**config.mk**
```make
export PLATFORM = sky130hd
export DESIGN_NAME = systolic_output_collector
export DESIGN_NICKNAME = d
export VERILOG_FILES = /design/src/rtl/systolic_output_collector.sv
export SDC_FILE = /design/constraint.sdc
export NUM_CORES = 1
export LEC_CHECK = 0
export CORE_MARGIN = 1
export CORE_UTILIZATION = 45
export DETAILED_ROUTE_END_ITERATION = 8
export PLACE_DENSITY = 0.69
export SYNTH_ARGS = -nofsm -noshare
export SYNTH_HDL_FRONTEND = slang
export SYNTH_SLANG_ARGS = --single-unit
```
**constraint.sdc**
```tcl
create_clock -name clk -period 5.3 [get_ports clk]
set_input_delay 1.06 -clock clk [delete_from_list [all_inputs] [get_ports clk]]
set_output_delay 1.06 -clock clk [all_outputs]
set_load 0.02 [all_outputs]
```
**src/rtl/systolic_output_collector.sv**
```systemverilog
// systolic_output_collector: deskews the two bottom-edge columns of a 2x2 systolic array into rows on a valid/ready stream.
// Define COLLECTOR_RELU_EN to clamp negative elements to zero as they are popped.
module systolic_output_collector #(
   parameter int DATA_W     = 16,
   parameter int FIFO_DEPTH = 4,
   parameter int ROW_W      = 8
) (
   input  logic                clk,
   input  logic                rst,
   input  logic                start,
   input  logic [ROW_W-1:0]    num_rows,
   input  logic [DATA_W-1:0]   col_data_1,
   input  logic                col_valid_1,
   input  logic [DATA_W-1:0]   col_data_2,
   input  logic                col_valid_2,
   output logic [2*DATA_W-1:0] out_row_data,
   output logic [ROW_W-1:0]    out_row_idx,
   output logic                out_valid,
   input  logic                out_ready,
   output logic                busy,
   output logic                done,
   output logic                overflow
);
   localparam int AW = $clog2(FIFO_DEPTH);
   localparam logic [1:0] IDLE = 2'd0, COLLECT = 2'd1, FINISH = 2'd2;
   logic [1:0] state_q, state_d;
   logic [ROW_W-1:0] num_q, emit_q, out_idx_q;
   logic [2*DATA_W-1:0] out_data_q;
   logic out_valid_q, ovf_q, collect, start_ok, last_hs, pop;
   logic [1:0][DATA_W-1:0] in_data, head;
   logic [1:0] in_valid, elig, avail, acc, wr, rd, ovf;

   function automatic logic [DATA_W-1:0] relu(input logic [DATA_W-1:0] x);
`ifdef COLLECTOR_RELU_EN
      return x[DATA_W-1] ? '0 : x;
`else
      return x;
`endif
   endfunction

   assign in_data  = {col_data_2, col_data_1};
   assign in_valid = {col_valid_2, col_valid_1};
   assign collect  = state_q == COLLECT;
   assign start_ok = start && state_q == IDLE;
   assign last_hs  = collect && out_valid_q && out_ready && out_idx_q == num_q - 1'b1;
   // An empty FIFO forwards this cycle's strobe straight to the output register.
   assign pop      = collect && &avail && (!out_valid_q || out_ready);

   genvar c;
   for (c = 0; c < 2; c++) begin : g_col
      logic [DATA_W-1:0] mem_q [FIFO_DEPTH];
      logic [AW-1:0] wp_q, rp_q;
      logic [AW:0] cnt_q;
      logic [ROW_W-1:0] pcnt_q;
      logic empty, full;
      assign empty    = cnt_q == '0;
      assign full     = cnt_q == (AW+1)'(FIFO_DEPTH);
      assign elig[c]  = collect && in_valid[c] && pcnt_q < num_q;
      assign avail[c] = !empty || elig[c];
      assign acc[c]   = elig[c] && (!full || pop);
      assign wr[c]    = acc[c] && !(empty && pop);
      assign rd[c]    = pop && !empty;
      assign head[c]  = empty ? in_data[c] : mem_q[rp_q];
      assign ovf[c]   = collect && in_valid[c] && !acc[c];
      always_ff @(posedge clk or posedge rst)
         if (rst) begin
            wp_q   <= '0;
            rp_q   <= '0;
            cnt_q  <= '0;
            pcnt_q <= '0;
         end else if (start_ok) begin
            wp_q   <= '0;
            rp_q   <= '0;
            cnt_q  <= '0;
            pcnt_q <= '0;
         end else begin
            if (wr[c]) wp_q <= wp_q + 1'b1;
            if (rd[c]) rp_q <= rp_q + 1'b1;
            cnt_q <= cnt_q + (AW+1)'(wr[c]) - (AW+1)'(rd[c]);
            if (acc[c]) pcnt_q <= pcnt_q + 1'b1;
         end
      always_ff @(posedge clk)
         if (wr[c]) mem_q[wp_q] <= in_data[c];
   end

   always_comb
      state_d = start_ok ? (num_rows != '0 ? COLLECT : FINISH) :
                last_hs ? FINISH :
                state_q == FINISH ? IDLE : state_q;

   always_ff @(posedge clk or posedge rst)
      if (rst) begin
         state_q     <= IDLE;
         num_q       <= '0;
         emit_q      <= '0;
         out_idx_q   <= '0;
         out_data_q  <= '0;
         out_valid_q <= 1'b0;
         ovf_q       <= 1'b0;
      end else begin
         state_q <= state_d;
         if (start_ok) begin
            num_q  <= num_rows;
            emit_q <= '0;
            ovf_q  <= 1'b0;
         end else if (|ovf) ovf_q <= 1'b1;
         if (pop) begin
            out_valid_q <= 1'b1;
            out_data_q  <= {relu(head[1]), relu(head[0])};
            out_idx_q   <= emit_q;
            emit_q      <= emit_q + 1'b1;
         end else if (out_ready) out_valid_q <= 1'b0;
      end

   assign out_row_data = out_data_q;
   assign out_row_idx  = out_idx_q;
   assign out_valid    = out_valid_q;
   assign busy         = collect;
   assign done         = state_q == FINISH;
   assign overflow     = ovf_q;
endmodule

```
# Yosys cells after proc, flatten, opt, wreduce, memory -nomap -nowiden
# Memories as Yosys holds them, arrays and structs flattened.
# Cells that the tools add are included.
# W data, S select, Z words.
[word_totals]
reg_bits = 90
ram_bits = 128
inputBits = 46
output_inout_bits = 44
word_cells = 116
n_memories = 2
[memory_table]
columns = ["name", "depth", "width", "read_ports", "rd_clocked_by_memory_dff", "wr", "line", "source"]
rows = [
  ["g_col[0].mem_q", 4, 16, 1, 0, 1, "51", "logic [DATA_W-1:0] mem_q [FIFO_DEPTH];"],
  ["g_col[1].mem_q", 4, 16, 1, 0, 1, "51", ""],
]
[op_classes]
addsub = 12
n_lt_le_gt_ge = 2
eq_ne = 5
n_mux = 30
reduce_logical = 50
[op_table]
columns = ["cell", "n"]
rows = [
  ["$mux W8", 6],
  ["$mux W16", 2],
  ["$add A8 B1 Y8 const B", 3],
  ["$mux W2", 12],
  ["$logic_and A1 B1 Y1", 20],
  ["$reduce_bool A2 Y1", 9],
  ["$lt A8 B8 Y1", 2],
  ["$logic_not A1 Y1", 9],
  ["$add A2 B1 Y2 const B", 4],
  ["$eq A8 B8 Y1", 1],
  ["$mux W1", 8],
  ["$reduce_bool A8 Y1", 1],
  ["$sub A8 B1 Y8 const B", 1],
  ["$add A3 B1 Y3", 2],
  ["$eq A3 B3 Y1 const B", 2],
  ["$logic_not A3 Y1", 2],
  ["$mux W3", 2],
  ["$sub A3 B1 Y3", 2],
  ["$logic_or A1 B1 Y1", 5],
  ["$reduce_bool A3 Y1", 1],
  ["$eq A2 B1 Y1 const B", 1],
  ["$eq A2 B2 Y1 const B", 1],
  ["$logic_not A2 Y1", 1],
  ["$reduce_and A2 Y1", 1],
  ["$reduce_or A2 Y1", 1],
]

# Longest topological paths before layout
[logic_depth]
depth_word = 14
ltp_mapped = 15
ltp_nobuf = 14

# Least setup slack after synthesis
# OpenSTA, ideal clock, no wires.
[synth_path]
path_type = "input -> register"
start = "input col_valid_2"
end = "register g_col[0].cnt_q[2]"
setup_ns = 0.132
t_arrival_ns = 3.133
t_required_ns = 5.168
path_slack_ns = 2.035
cell_stages = 12
n_path_buf = 1
cell_sequence = "and3b_1 > o211ai_2 > buf_2 > a211oi_1 > ha_1 > inv_1 > ha_1 > inv_1 > fa_1 > xor2_1 > xnor2_1 > nor2_1"
[synth_via]
elab_chain_len = 12
elab_cells_between_ends = 15
classes_between = "add/sub: 2; mux: 1; reduce/logical: 12"
[synth_lines]
columns = ["element", "line", "source"]
rows = [
  ["from (decl)", "15", "input logic col_valid_2,"],
  ["$logic_and A1 B1 Y1 * (2 in a row)", "58", "assign elig[c] = collect && in_valid[c] && pcnt_q < num_q;"],
  ["$logic_or A1 B1 Y1 *", "59", "assign avail[c] = !empty || elig[c];"],
  ["$reduce_and A2 Y1 *", "47", "assign pop = collect && &avail && (!out_valid_q || out_ready);"],
  ["$logic_and A1 B1 Y1 * (2 in a row)", "47", ""],
  ["$logic_or A1 B1 Y1 / $logic_and A1 B1 Y1 (equally long branches)", "60, 61", ""],
  ["$logic_and A1 B1 Y1 / $logic_not A1 Y1 (equally long branches)", "60, 61", ""],
  ["$logic_and A1 B1 Y1", "61", "assign wr[c] = acc[c] && !(empty && pop);"],
  ["$add A3 B1 Y3", "79", "cnt_q <= cnt_q + (AW+1)'(wr[c]) - (AW+1)'(rd[c]);"],
  ["$sub A3 B1 Y3 *", "79", ""],
  ["$mux W3 *", "71", "end else if (start_ok) begin"],
  ["to (signal assigned)", "79", ""],
  ["to (decl)", "53", "logic [AW:0] cnt_q;"],
]
# Every way passes the cells marked *; elsewhere a longest branch is shown, timed or not.
# A chain may end at the register's enable or synchronous reset.

# Worst setup path after layout
[layout_path]
start = "register num_q[2]"
end = "memory g_col[0].mem_q[3][11] (enable)"
[layout_via]
elab_chain_len = 11
elab_cells_between_ends = 16
classes_between = "order compare: 2; mux: 2; reduce/logical: 12"
[layout_lines]
columns = ["element", "line", "source"]
rows = [
  ["from (decl)", "27", "logic [ROW_W-1:0] num_q, emit_q, out_idx_q;"],
  ["from (signal assigned)", "103", "num_q <= num_rows;"],
  ["$lt A8 B8 Y1", "58", ""],
  ["$logic_and A1 B1 Y1", "58", ""],
  ["$logic_or A1 B1 Y1", "59", ""],
  ["$reduce_and A2 Y1", "47", ""],
  ["$logic_and A1 B1 Y1 (2 in a row)", "47", ""],
  ["$logic_or A1 B1 Y1 / $logic_and A1 B1 Y1 (equally long branches)", "60, 61", ""],
  ["$logic_and A1 B1 Y1 / $logic_not A1 Y1 (equally long branches)", "60, 61", ""],
  ["$logic_and A1 B1 Y1 *", "61", ""],
  ["$mux W1 *", "83", "if (wr[c]) mem_q[wp_q] <= in_data[c];"],
  ["$mux W1 (not written as such) *", "83", ""],
  ["to (decl)", "51", ""],
]
# Marks and branches as above.

==> impl_metrics.csv <==
group,metric,value,unit
power,powerDensity,592,nW/um^2
synth,synthTopCellsByCount,"edfxtp_1, nand2_1, dfrtp_1, nor2_1, a31oi_1",
sta,period_minus_slack,3.63,ns
synth,synthMuxAreaShare,8.66,%
route,drt_iter0_drc,358,
run,drv_cap,0,
cts,cts_made_buffers,23,
worst_setup_path,crit_path_end_kind,"register",
synth,synthCells,730,
synth,yosysWarnings,0,
synth,yosys.area.top_type,"edfxtp_1",
synth,synth_seq_area_share,63.5,%
synth,yosys_register_bits,218,
synth,synth_compound_area_share,7.80,%
grt,track_usage,18.7,%
cts,clockRootBuffer,"clkbuf_16",
sta,fin_skew,0.0244,ns
run_status,violations,"DRC",
synth,synth_fa_ha_area_share,4.33,%
route,ant_nets,0,
cts,htree_levels,1,
sta,hold_viol_final,0,
cts,post-cts-setup-buffer-count,0,
floorplanning,rows,53,
final_layout,drive_above_1_share,10.1,%
final_layout,nFillCells,1734,
worst_setup_path,r2r_end,"g_col[0].mem_q[3][11]",
sta,drv_slew,0,
worst_setup_path,arrival,3.76,ns
synth,synth_xor_area_share,1.64,%
synth,syn-num-nets,808,
floorplanning,die_h,148,um
cts,cts_tree,"done",
sta,fmax,275,MHz
synth,synthDistinctLibCells,49,
route,via_per_inst,5.50,
grt,antenna_found_initial,0,
synth,synth_top_family_by_area,"simple AND/OR/NAND/NOR gates",
worst_setup_path,r2r_slack,1.67,ns
placed_design,hpwl,12600,um
synth,synthTopCellsByArea,"edfxtp_1, dfrtp_1, mux4_2",
placed_design,place.gp.congestion,0.835,
worst_setup_path,critPathLaunchType,"register",
final_layout,postLayoutCoreUtil,55.3,%
route,postRouteWirelength,19800,um
floorplanning,io_pins,90,
synth,syn-cell-area,9600,sq um
worst_setup_path,required,5.43,ns
synth,synth_ff_type,"edfxtp_1",
cts,ctsResizeCount,0,
worst_setup_path,startpoint,"num_q[2]",
worst_setup_path,r2r_cells,8,
cts,insertion_delay,0.52,ns
sta,setup_viol,0,
cts,cts_sinks,218,
grt,grt_pass1_wl,32200,um
route,drt-wirelength-per-cell,17.9,um
grt,grt_start_max_net_pins,70,
power,p_leak,4.47,nW
worst_setup_path,critPathKind,"register to register",
final_layout,antenna_cells,0,
cts,cts_max_path_buffers,3,
route,drcViolationCount,1,
synth,synth-edff-count,128,
final_layout,area_delta_synth_final,20.8,%
grt,overflow,0,
placed_design,port_buffers,89,
sta,post-route-period-util,68.6,%
hold_path,worstHoldPathType,"register to register",
sta,rsz0062_at_grt,"no",
synth,synth_area_per_cell,13.1,sq um
run_status,status,"finished with violations",
worst_setup_path,critical_path.max_fanout,16,
synth,yosys.area.top_type_share,40.1,%
power,power,6.86,mW
synth,yosysMostFrequentCell,"edfxtp_1",
sta,tightest_slew,1.18,ns
route,dr_total_vias,6085,
floorplanning,fp.coreArea,21000,sq um
synth,synth-simple-area-share,11.6,%
worst_setup_path,cp-endpoint,"g_col[0].mem_q[3][11]",
cts,clk_pin_slew,0.07,ns
worst_setup_path,reg2reg_from,"num_q[2]",
sta,holdWs,0.485,ns
sta,slew_headroom,21.4,%
final_layout,fin_nets,892,
floorplanning,die_w,148,um
sta,finalSetupTns,0,ns
floorplanning,initial_utilization,45.8,%
final_layout,multi_input_comb_area,3290,sq um
final_layout,seq_area,6100,sq um
power,irDropWorstVdd,266,uV
route,dr.pass1.iters,7,
cts,cts_hold_buffers,0,
grt,grt_pass1_vias,6081,
synth,async_flop_share,41.3,%
floorplanning,die-area,21900,sq um
## kinds of logic (layout without fill, tap and decap cells)
group           after synthesis  in the layout
simple gates                248            248
flops                       218            218
compound gates              113            113
buf+inv                      58            159
mux                          43             43
fa+ha+maj                    32             32
xor+xnor                     18             18
## cell usage in the layout (no fill, tap or decap), types with 6 or more instances in the layout
cell type        Yosys  layout
nand2b_1             8       8
inv_1               21      20
a21oi_1             17      17
nand4_1              8       8
nor2_1              45      45
mux4_2              32      32
mux2i_1             11      11
nand3_1             17      17
dfrtp_1             90      90
o31ai_1              6       6
and2_1              13      13
nand2_1            126     126
a31oi_1             40      40
or3_1                6       6
ha_1                30      30
xor2_1               9       9
buf_4                0       7
clkdlybuf4s50_1      0      89
edfxtp_1           128     128
and3_1               8       8
o21ai_0             20      20
xnor2_1              9       9
clkbuf_16            0      24
## state kept, by name (all words and copies together), names as in the netlist
name / cells
num_q: 8
out_row_idx: 8
g_col.mem_q: 128
out_row_data: 32
overflow: 1
g_col.rp_q: 4
g_col.pcnt_q: 16
state_q: 2
g_col.cnt_q: 6
g_col.wp_q: 4
out_valid: 1
emit_q: 8
## power breakdown
group | total, mW | switching, mW | internal, mW
Sequential | 2.74 | 0.435 | 2.30
Clock | 1.77 | 0.662 | 1.10
Combinational | 2.36 | 1.28 | 1.08
Total | 6.86 | 2.38 | 4.49
## layer usage
layer	GRT usage (%)	share of wire, %	routed length [um]
met5	0	0	0
met3	2.59	4.2	826
met1	26.3	46	9030
met4	4.48	1.2	242
met2	30.9	49	9670
## cell type report
class,instances,area share (%)
multi-input combinational,454,28.4
sequential,218,52.6
clock buffer,28,5.48
tap,275,2.97
timing repair buffer,96,8.13
clock inverter,14,1.78
inverter,21,0.701
## critical path: stages (launching register included)
cell	delay (ns)
dfrtp_1	0.41
inv_1	0.18
ha_1	0.28
a211o_1	0.26
a31oi_1	0.22
o211ai_2	0.32
o21ai_0	0.44
and3_1	0.37
and2_1	0.76
## stage by stage
stage / instance area (sq um) / setup WS, ns / std cells
global route: 11600 / 1.37 / 1106
global placement: 10800 / 1.36 / 1064
floorplan: 9600 / 1.90 / 730
detailed placement: 10800 / 1.31 / 1064
finish: 11600 / 1.67 / 1106
CTS: 11600 / 1.67 / 1106
## worst min path at each step
| stage | from | to | slack [ns] | cells after the start |
|---|---|---|---|---|
| after floorplan | emit_q[7] | emit_q[7] | 0.44 | 1 |
| after global placement | emit_q[7] | emit_q[7] | 0.46 | 1 |
| after detailed placement | emit_q[7] | emit_q[7] | 0.48 | 1 |
| after CTS | emit_q[7] | emit_q[7] | 0.49 | 1 |
| after global routing | emit_q[7] | emit_q[7] | 0.53 | 1 |
| final | emit_q[7] | emit_q[7] | 0.49 | 1 |
Note: power is estimated with default switching activity, not from simulation.
